===== src/rtl/bp_mc_to_io.sv =====
// Manycore-to-BlackParrot inbound bridge: turns endpoint remote load/store requests into
// uncached BP I/O commands, one outstanding. Optional watchdog: BP_MC_TO_IO_TIMEOUT_EN.
module bp_mc_to_io #(
  parameter int unsigned mc_data_width_p = 32,
  parameter int unsigned mc_addr_width_p = 28,
  parameter int unsigned io_addr_width_p = 40,
  parameter logic [io_addr_width_p-1:0] io_addr_base_p = 40'h00_2000_0000,
  parameter int unsigned timeout_cycles_p = 1024
) (
  input  logic                        clk_i,
  input  logic                        reset_i,
  input  logic                        in_v_i,
  input  logic [mc_data_width_p-1:0]  in_data_i,
  input  logic [3:0]                  in_mask_i,
  input  logic [mc_addr_width_p-1:0]  in_addr_i,
  input  logic                        in_we_i,
  output logic                        in_yumi_o,
  output logic [mc_data_width_p-1:0]  returning_data_o,
  output logic                        returning_v_o,
  output logic                        io_cmd_v_o,
  output logic                        io_cmd_we_o,
  output logic [io_addr_width_p-1:0]  io_cmd_addr_o,
  output logic [1:0]                  io_cmd_size_o,
  output logic [mc_data_width_p-1:0]  io_cmd_data_o,
  input  logic                        io_cmd_yumi_i,
  input  logic [mc_data_width_p-1:0]  io_resp_data_i,
  input  logic                        io_resp_v_i,
  output logic                        io_resp_ready_o,
  output logic                        busy_o,
  output logic                        error_o
);

  if (mc_data_width_p != 32 || timeout_cycles_p == 0) begin : g_cfg_check
    $error("bp_mc_to_io: only 32-bit data and a nonzero timeout are supported");
  end

  typedef enum logic [1:0] {IDLE, SEND, WAIT, RETURN} state_e;

  typedef struct packed {
    logic       legal;
    logic [1:0] size;
    logic [1:0] off;
  } req_dec_t;

  // Loads always move a full word; stores must be an aligned 1/2/4-byte lane group.
  function automatic req_dec_t decode_req(input logic we, input logic [3:0] mask);
    req_dec_t d;
    d = '{legal: 1'b1, size: 2'd2, off: 2'd0};
    if (we) begin
      case (mask)
        4'b1111: d = '{legal: 1'b1, size: 2'd2, off: 2'd0};
        4'b0011: d = '{legal: 1'b1, size: 2'd1, off: 2'd0};
        4'b1100: d = '{legal: 1'b1, size: 2'd1, off: 2'd2};
        4'b0001: d = '{legal: 1'b1, size: 2'd0, off: 2'd0};
        4'b0010: d = '{legal: 1'b1, size: 2'd0, off: 2'd1};
        4'b0100: d = '{legal: 1'b1, size: 2'd0, off: 2'd2};
        4'b1000: d = '{legal: 1'b1, size: 2'd0, off: 2'd3};
        default: d = '{legal: 1'b0, size: 2'd0, off: 2'd0};
      endcase
    end
    return d;
  endfunction

  // {word_addr, 2'b00} + byte_offset is exactly {word_addr, byte_offset}.
  function automatic logic [io_addr_width_p-1:0] io_addr(input logic [mc_addr_width_p-1:0] a,
                                                         input logic [1:0] off);
    return io_addr_base_p + {{(io_addr_width_p-mc_addr_width_p-2){1'b0}}, a, off};
  endfunction

  function automatic logic [mc_data_width_p-1:0] lane_align(input logic [mc_data_width_p-1:0] d,
                                                            input logic [1:0] off);
    return d >> {off, 3'b000};
  endfunction

  state_e   state;
  req_dec_t dec;

  always_comb dec = decode_req(in_we_i, in_mask_i);

  assign in_yumi_o = in_v_i & ~reset_i & (state == IDLE);

`ifdef BP_MC_TO_IO_TIMEOUT_EN
  localparam int unsigned cnt_w_lp = $clog2(timeout_cycles_p + 1);
  localparam logic [cnt_w_lp-1:0] cnt_last_lp = cnt_w_lp'(timeout_cycles_p - 1);
  logic [cnt_w_lp-1:0] wait_cnt;
`endif

  always_ff @(posedge clk_i) begin
    if (reset_i) begin
      state            <= IDLE;
      busy_o           <= 1'b0;
      error_o          <= 1'b0;
      returning_v_o    <= 1'b0;
      returning_data_o <= '0;
      io_cmd_v_o       <= 1'b0;
      io_cmd_we_o      <= 1'b0;
      io_cmd_addr_o    <= '0;
      io_cmd_size_o    <= 2'd0;
      io_cmd_data_o    <= '0;
      io_resp_ready_o  <= 1'b0;
`ifdef BP_MC_TO_IO_TIMEOUT_EN
      wait_cnt         <= '0;
`endif
    end else begin
      returning_v_o <= 1'b0;
      case (state)
        IDLE: begin
          if (in_v_i) begin
            busy_o <= 1'b1;
            if (!dec.legal) begin
              state            <= RETURN;
              returning_v_o    <= 1'b1;
              returning_data_o <= '0;
              error_o          <= 1'b1;
            end else begin
              state         <= SEND;
              io_cmd_v_o    <= 1'b1;
              io_cmd_we_o   <= in_we_i;
              io_cmd_addr_o <= io_addr(in_addr_i, dec.off);
              io_cmd_size_o <= dec.size;
              io_cmd_data_o <= in_we_i ? lane_align(in_data_i, dec.off) : '0;
            end
          end
        end
        SEND: begin
          if (io_cmd_yumi_i) begin
            state           <= WAIT;
            io_cmd_v_o      <= 1'b0;
            io_resp_ready_o <= 1'b1;
`ifdef BP_MC_TO_IO_TIMEOUT_EN
            wait_cnt        <= '0;
`endif
          end
        end
        WAIT: begin
          // A response landing on the timeout cycle takes priority over the watchdog.
          if (io_resp_v_i) begin
            state            <= RETURN;
            io_resp_ready_o  <= 1'b0;
            returning_v_o    <= 1'b1;
            returning_data_o <= io_cmd_we_o ? '0 : io_resp_data_i;
          end
`ifdef BP_MC_TO_IO_TIMEOUT_EN
          else if (wait_cnt == cnt_last_lp) begin
            state            <= RETURN;
            io_resp_ready_o  <= 1'b0;
            returning_v_o    <= 1'b1;
            returning_data_o <= 32'hDEAD_BEEF;
            error_o          <= 1'b1;
          end else begin
            wait_cnt <= wait_cnt + 1'b1;
          end
`endif
        end
        RETURN: begin
          state  <= IDLE;
          busy_o <= 1'b0;
        end
        default: state <= IDLE;
      endcase
    end
  end

endmodule


===== config.mk =====
export PLATFORM = sky130hd
export DESIGN_NAME = bp_mc_to_io
export DESIGN_NICKNAME = d
export VERILOG_FILES = /design/src/rtl/bp_mc_to_io.sv
export SDC_FILE = /design/constraint.sdc
export NUM_CORES = 1
export LEC_CHECK = 0
export BUFFER_PORTS_ARGS = -buffer_cell sky130_fd_sc_hd__buf_4
export CORE_ASPECT_RATIO = 2
export CORE_MARGIN = 2
export CORE_UTILIZATION = 35
export CTS_CLUSTER_SIZE = 25
export DETAILED_ROUTE_END_ITERATION = 16
export SKIP_CTS_REPAIR_TIMING = 1
export SYNTH_ARGS = -nofsm -noshare
export SYNTH_HDL_FRONTEND = slang
export SYNTH_SLANG_ARGS = --single-unit

===== constraint.sdc =====
create_clock -name clk_i -period 1.95 [get_ports clk_i]
set_input_delay 0.195 -clock clk_i [delete_from_list [all_inputs] [get_ports clk_i]]
set_output_delay 0.195 -clock clk_i [all_outputs]
set_load 0.005 [all_outputs]

; ---- Yosys cells after proc, flatten, opt, wreduce, memory -nomap -nowiden
; Index checks and enable logic that the tools add are counted.
[word_totals]
wordCells = 70
in_bits = 102
regBits = 114
output_inout_bits = 113
[classes]
n_addsub = 1
n_bitwise = 4
muxes = 26
reduce_logical = 12
eq_ne = 15
n_shift = 1
[ops]
columns = operator, n
row1 = 32-bit 2-to-1 mux, 5
row2 = 32-bit case mux with 2 select lines, 1
row3 = 5-bit case mux with 7 select lines, 1
row4 = 32-bit by 5-bit right shift with 32-bit output, 1
row5 = "30-bit by 30-bit adder with 31-bit output, first input constant", 1
row6 = "4-bit == test, second input constant", 3
row7 = 3-bit AND reduction, 4
row8 = "2-bit != test, second input constant", 5
row9 = 1-bit 2-to-1 mux, 9
row10 = "4-bit by 2-bit == test with 1-bit output, second input constant", 2
row11 = 2-bit 2-to-1 mux, 4
row12 = 1-bit case mux with 2 select lines, 4
row13 = 2-bit case mux with 4 select lines, 1
row14 = 4-bit AND reduction, 2
row15 = 2-bit nonzero test, 4
row16 = 5-bit 2-to-1 mux, 1
row17 = "2-bit == test, second input constant", 2
row18 = "4-bit by 1-bit == test with 1-bit output, second input constant", 1
row19 = "4-bit by 3-bit == test with 1-bit output, second input constant", 1
row20 = 1-bit AND, 2
row21 = "2-bit by 1-bit == test with 1-bit output, second input constant", 1
row22 = 2-bit zero test, 1
row23 = 1-bit NOT, 2
row24 = 2-bit AND reduction, 1

; ---- Longest topological paths before layout
; Gate-level depths: netlist of run 1.
[depth]
ltp_word = 6
depth_mapped = 8
ltp_nobuf = 7

; ---- Worst setup path after synthesis of run 1
; Ideal clock, no wire load.
[synth_timing]
path_type = input to register
startpoint = input in_mask_i[1]
endpoint = register io_cmd_data_o[2]
t_required_ns = 1.833
arrival_time_ns = 1.631
n_path_buf = 3
path_stages = 8
slack_ns = 0.201
setup_time_ns = 0.117
cell_sequence = buf_2 -> xnor2_1 -> nor4b_1 -> buf_2 -> buf_4 -> mux2i_1 -> nand2_1 -> a32o_1
[synth_via]
elab_chain_cells = 5
word_cells_on_any_way = 12
cone_classes = 7 x eq/ne / 1 x shift / 3 x mux / 1 x reduce/logical
[synth_lines]
columns = element, line_no
row1 = start: declaration, 14  ; input logic [3:0] in_mask_i,
row2 = "4-bit == test, or another cell as far along", 50  ; case (mask)
row3 = 5-bit case mux with 7 select lines *, 50
row4 = 5-bit 2-to-1 mux *, 49  ; if (we) begin
row5 = 32-bit by 5-bit right shift with 32-bit output, 72  ; return d >> {off, 3'b000};
row6 = 32-bit 2-to-1 mux, 121  ; io_cmd_data_o <= in_we_i ? lane_align(in_data_i, dec.off) : '0;
row7 = end signal: assignment, 121
row8 = end: declaration, 24  ; output logic [mc_data_width_p-1:0] io_cmd_data_o,
; Mark *: on every way between the ends. The rest lies on a longest branch, timed or not.
; A chain may end at the register's enable or synchronous reset.

; ---- Worst setup path after layout of run 1
[layout_timing]
startpoint = register state[0]
endpoint = register returning_data_o[11]
[layout_via]
elab_chain_cells = 3
word_cells_on_any_way = 8
cone_classes = 4 x eq/ne / 1 x mux / 3 x reduce/logical
[layout_lines]
columns = element, line_no
row1 = start: declaration, 75  ; state_e state;
row2 = start signal: assignment, 90  ; state <= IDLE;
row3 = start signal: assignment, 111  ; state <= RETURN;
row4 = start signal: assignment, 116  ; state <= SEND;
row5 = 2-bit == test / 2-bit zero test (equally long branches), 106  ; case (state)
row6 = 2-bit != test (no source line) / 2-bit nonzero test (equally long branches), n/a
row7 = 4-bit AND reduction (no source line), n/a
row8 = end signal: assignment, 141  ; returning_data_o <= io_cmd_we_o ? '0 : io_resp_data_i;
row9 = end: declaration, 18  ; output logic [mc_data_width_p-1:0] returning_data_o,
; Several ways; a longest one is shown, not always the timed one.

==> results of run 1 <==
==> kinds of logic after synthesis <==
logic type | Yosys count | synth area share, %
other | 1 | 0.0835
and+or+nand+nor | 194 | 21.1
DFF | 105 | 46.8
adders and majority gates | 4 | 1.11
xor gates and xnor gates | 1 | 0.195
muxes | 25 | 5.57
buffers and inverters | 50 | 6.43
AOI/OAI and AO/OA | 126 | 18.7
==> flip-flops by register name (all words and copies together) (netlist names) <==
| register | flops |
|---|---|
| io_cmd_we_o | 1 |
| io_cmd_size_o | 2 |
| io_cmd_data_o | 32 |
| returning_data_o | 32 |
| io_cmd_v_o | 1 |
| error_o | 1 |
| busy_o | 1 |
| io_resp_ready_o | 1 |
| io_cmd_addr_o | 31 |
| state | 2 |
| returning_v_o | 1 |
==> synth_stat cells, types with 2 or more instances <==
master     count  share of area (%)
nand3_1       35                3.9
a21oi_1       37                4.1
nor2_1        10               0.84
nor2_4         2               0.50
clkbuf_1      15                1.3
a32o_1         8                1.8
nand2_1       94                7.9
o21ai_0       37                4.1
buf_6          5                1.3
o2bb2ai_1      8                1.6
ha_1           4                1.1
and3_1         3               0.42
a22o_1        18                3.5
o21ai_1        6               0.67
buf_2         10                1.1
nand2b_1      37                5.2
buf_4         13                2.2
dfxtp_1      105                 47
mux2i_1       25                5.6
clkbuf_2       2               0.22
inv_1          4               0.33
a211oi_1       3               0.50
nand3b_1       3               0.50
==> final timing paths <==
check,cells after the start,to,start
setup / recovery,9,returning_data_o[11]$_SDFFE_PP0P_,state[0]$_SDFFE_PP0P_
hold / removal,3,returning_data_o[6]$_SDFFE_PP0P_,io_resp_data_i[6]
setup reg to reg,9,returning_data_o[11]$_SDFFE_PP0P_,state[0]$_SDFFE_PP0P_
hold reg to reg,2,error_o$_SDFFE_PP0P_,error_o$_SDFFE_PP0P_
==> stage by stage <==
stage | instance area [um^2] | setup slack (ps) | util, %
after global routing | 6460 | 2.41 | 51.4
after CTS | 6380 | -5.58 | 50.8
after detailed placement | 6110 | -5.76 | 48.6
after floorplan | 4520 | 201 | -
after global placement | 6110 | 73.0 | 48.6
final | 6460 | 98.6 | 51.4
==> layout make-up <==
| type | instances | area, um^2 |
|---|---|---|
| well taps | 150 | 188 |
| inverters | 4 | 15.0 |
| fillers | 1240 | 6100 |
| clock buffers | 10 | 229 |
| clock inverters | 6 | 47.5 |
| repair buffers | 219 | 1720 |
| multi-input cells | 360 | 2160 |
| flip-flops and latches | 105 | 2100 |
==> metal layers <==
| layer | part of all wire, % | vias to the layer above |
|---|---|---|
| li1 | - | 2121 |
| met1 | 37 | 1995 |
| met2 | 54 | 169 |
| met3 | 6.5 | 16 |
| met4 | 1.9 | 0 |
| met5 | 0 | - |
==> placed cells by master, fill, tap and decap left out, types with 11 or more instances in the layout <==
master     count
nand3_1       35
buf_4        214
dfxtp_1      105
a21oi_1       37
mux2i_1       25
nand2_1       94
nand2b_1      37
o21ai_0       37
clkbuf_16     11
a22o_1        18
==> power by group through the flow <==
stage / registers (W) / logic [W] / clock network, W
after global placement: 0.00253 / 0.00147 / 0
after detailed placement: 0.00254 / 0.00149 / 0
after global routing: 0.00252 / 0.00173 / 0.00184
after CTS: 0.00249 / 0.00150 / 0.00176
final: 0.00249 / 0.00159 / 0.00170
after floorplan: 0.00254 / 0.000793 / 0
==> critical path: cells and delay by family (launching register included) <==
kind / cells / cell delay (ps)
buffers and inverters: 3 / 510
AND/OR/NAND/NOR: 3 / 370
flip-flops: 1 / 340
AO/OA/AOI/OAI: 2 / 300
adder cells (fa/ha/maj): 1 / 260
==> metrics, run 1 <==
status=finished, final reports clean; fin cells=854; path type of the worst min-delay path=primary input to register; Die ar.=0.0138 mm^2; CORE AREA=0.0126 mm^2; Power Internal=0.00402 W; GR Util met1=20.3%; Nets=805; M2 GR Usage=34.5%; Worst slew margin=63.3%; Die Span Y=164 um; WL per Instance=16.1 um; IO Count=215; Sequential Power Share=43.2%; Routed Antenna Nets=0; Cell Rows=58; DR iter-0 viols=162; # DRC=0; vias in the first global route=4277; setup_tns=0 ps; GR Util All Layers=18.4%; CP Max Fanout=32; Inserted Clock Buffers=9; Worst Max-Slew Pin Slew=551 ps; first-pass GRT wire length=20700 um; area grow syn2layout=43.7%; Net Sw Power=0.00176 W; pwr/cell area=895 mW/mm^2; sw frac=30.5%; Final Critical Period=1850 ps; # clock sinks=105; Max H-tree Level=3; met3 usage=4.17%; port buffer count=205; via/cell ratio=5.04; Mean Syn Cell Area=8.88 um^2; max_cap viols=0; n_diodes=0; Setup-failing EPs final=0; Overflow after GRT=0; synthesis-stage register bit count=105; Max clock buf depth=2; final hold vios=0; Root Buffer=clkbuf_16; width of the die=84.1 um; Worst-Skew Late Latency=340 ps; asr flop ratio synth=0%; initial antenna violation count=0; routed vias=4301; Yosys cell types=45; clock slew seen by the registers of the worst setup and hold paths=70 ps; slowest stage delay, CP=340 ps; hold slack=68.1 ps; slowest cell on the critical path=dfxtp_1; maximum VDD drop=445 uV; crit path DAT=2120 ps; share of cells above drive strength 1=35.4%; Comb power frac=27.4%; CTS tree=done; sequential-to-total area share from yosys stat=46.8%; final wirelength=13700 um; Final GP Congestion=0.808; Mapped Cells=506; yosys warns=0; Final period util=94.9%; Leakage Power=2.80 nW; Post-synth top flop=dfxtp_1; r2r setup slk=100 ps; CP Capture Type=register; Fmax=540 MHz; pin count of the biggest net entering global routing=65; total power draw=0.00578 W; CP startpoint kind=register; Crit Path Class=register to register; worst-path cell chain=inv_1 -> ha_2 -> nor2_1 -> nand3b_1 -> o31ai_4 -> buf_4 -> clkbuf_16 -> nand3_1 -> o21ai_1; Post-synth EDFFs=0; synthesized cell area=0.00449 mm^2; Max Slew Vio Count=0; clk_skew=8.87 ps; unrepaired setup endpoints after global routing=false; most used routing layer=met2; DP Cell Count=834; detailed placement HPWL=10000 um; Starting Density=35.8%; worst path required time=2220 ps; drt pass-1 iters=4; clock network power share=29.4%
No activity file was read; power rests on OpenSTA's default activity.
==> inputs of run 2 (changes only) <==
--- a/config.mk
+++ b/config.mk
@@ -11,6 +11,7 @@
 export CORE_UTILIZATION = 35
 export CTS_CLUSTER_SIZE = 25
 export DETAILED_ROUTE_END_ITERATION = 16
+export MAX_ROUTING_LAYER = met4
 export SKIP_CTS_REPAIR_TIMING = 1
 export SYNTH_ARGS = -nofsm -noshare
 export SYNTH_HDL_FRONTEND = slang
==> metrics, run 2 (same netlist as run 1, synthesis figures left out) <==
status=finished, final reports clean; Nets=805; area grow syn2layout=43.7%; Worst Max-Slew Pin Slew=546 ps; n_diodes=0; Cell Rows=58; port buffer count=205; Max clock buf depth=2; crit path DAT=2120 ps; Die Span Y=164 um; detailed placement HPWL=10000 um; hold slack=67.4 ps; unrepaired setup endpoints after global routing=false; Max H-tree Level=3; CORE AREA=0.0126 mm^2; clk_skew=7.92 ps; Crit path depth=9; Setup-failing EPs final=0; CP Max Fanout=32; path type of the worst min-delay path=primary input to register; Overflow after GRT=0; Max Slew Vio Count=0; max_cap viols=0; slowest stage delay, CP=340 ps; DR iter-0 viols=174; delay-heaviest family, CP=buffers and inverters; worst path bufs/invs=3; Crit Path Class=register to register; Final WS setup=95.4 ps; Worst-Skew Late Latency=340 ps; clock slew seen by the registers of the worst setup and hold paths=70 ps; most frequent cells in the layout=buf_4 (214), dfxtp_1 (105), nand2_1 (94); # clock sinks=105; Final Critical Period=1850 ps; IO Count=215; GR Util All Layers=18.9%; hold depth=3; r2r worst-path depth=9; Inserted Clock Buffers=9; pwr/cell area=896 mW/mm^2; vias in the first global route=4288; Root Buffer=clkbuf_16; Largest regs=io_cmd_data_o: 32 flops, returning_data_o: 32 flops, io_cmd_addr_o: 31 flops; fin cells=854; share of cells above drive strength 1=35.4%; commonest non-fill, non-tap cell in the layout=buf_4; worst path required time=2220 ps; final hold vios=0; via/cell ratio=5.07; Final period util=95.1%; worst-path cell chain=inv_1 -> ha_2 -> nor2_1 -> nand3b_1 -> o31ai_4 -> buf_4 -> clkbuf_16 -> nand3_1 -> o21ai_1; WL per Instance=16.1 um; Fmax=539 MHz; Starting Density=35.8%; CP Capture Type=register; drt pass-1 iters=4; Die ar.=0.0138 mm^2; slowest cell on the critical path=dfxtp_1; # DRC=0; Worst slew margin=63.6%; initial antenna violation count=0; pin count of the biggest net entering global routing=65; routed vias=4334; first-pass GRT wire length=20700 um; CP startpoint kind=register; Routed Antenna Nets=0; Leakage Power=2.80 nW; CTS tree=done; Final GP Congestion=0.820; final wirelength=13700 um; DP Cell Count=834; width of the die=84.1 um; maximum VDD drop=446 uV; Setup WS pre-CTS=-5.76 ps
-- run 2: layout make-up --
type | count | area (um^2)
clock buffer | 10 | 229
clock inverter | 6 | 47.5
fill | 1240 | 6100
inverter | 4 | 15.0
multi-input combinational | 360 | 2160
sequential | 105 | 2100
tap | 150 | 188
timing repair buffer | 219 | 1720
-- run 2: worst min-delay path: stages --
cell and delay (ps):
buf_4 80, nand3_1 50, o21ai_0 60
-- run 2: through the flow --
step	utilization [%]	power [W]	instance area (um^2)	TNS [ps]
after floorplan	-	0.00333	4520	0
after global placement	48.6	0.00400	6110	0
after detailed placement	48.6	0.00403	6110	-5.76
after CTS	50.8	0.00575	6380	-11.6
after global routing	51.4	0.00610	6460	0
final	51.4	0.00579	6460	0
-- run 2: final timing paths --
check / start / endpoint / slack, ps
max: state[0]$_SDFFE_PP0P_ / returning_data_o[11]$_SDFFE_PP0P_ / 100
min: io_resp_data_i[6] / returning_data_o[6]$_SDFFE_PP0P_ / 70
min reg2reg: error_o$_SDFFE_PP0P_ / error_o$_SDFFE_PP0P_ / 450
max reg2reg: state[0]$_SDFFE_PP0P_ / returning_data_o[11]$_SDFFE_PP0P_ / 100
-- run 2: power by group --
part	switching (W)	internal, W
clock	0.000825	0.000882
sequential	0.000131	0.00236
combinational	0.000811	0.000773
total	0.00177	0.00402
-- run 2: per-layer routing --
| metal | GRT usage (%) | vias up | part of all wire [%] |
|---|---|---|---|
| li1 | - | 2121 | - |
| met1 | 20.6 | 2029 | 38 |
| met2 | 34.5 | 167 | 55 |
| met3 | 3.72 | 17 | 5.8 |
| met4 | 5.65 | 0 | 1.9 |
| met5 | - | - | 0 |
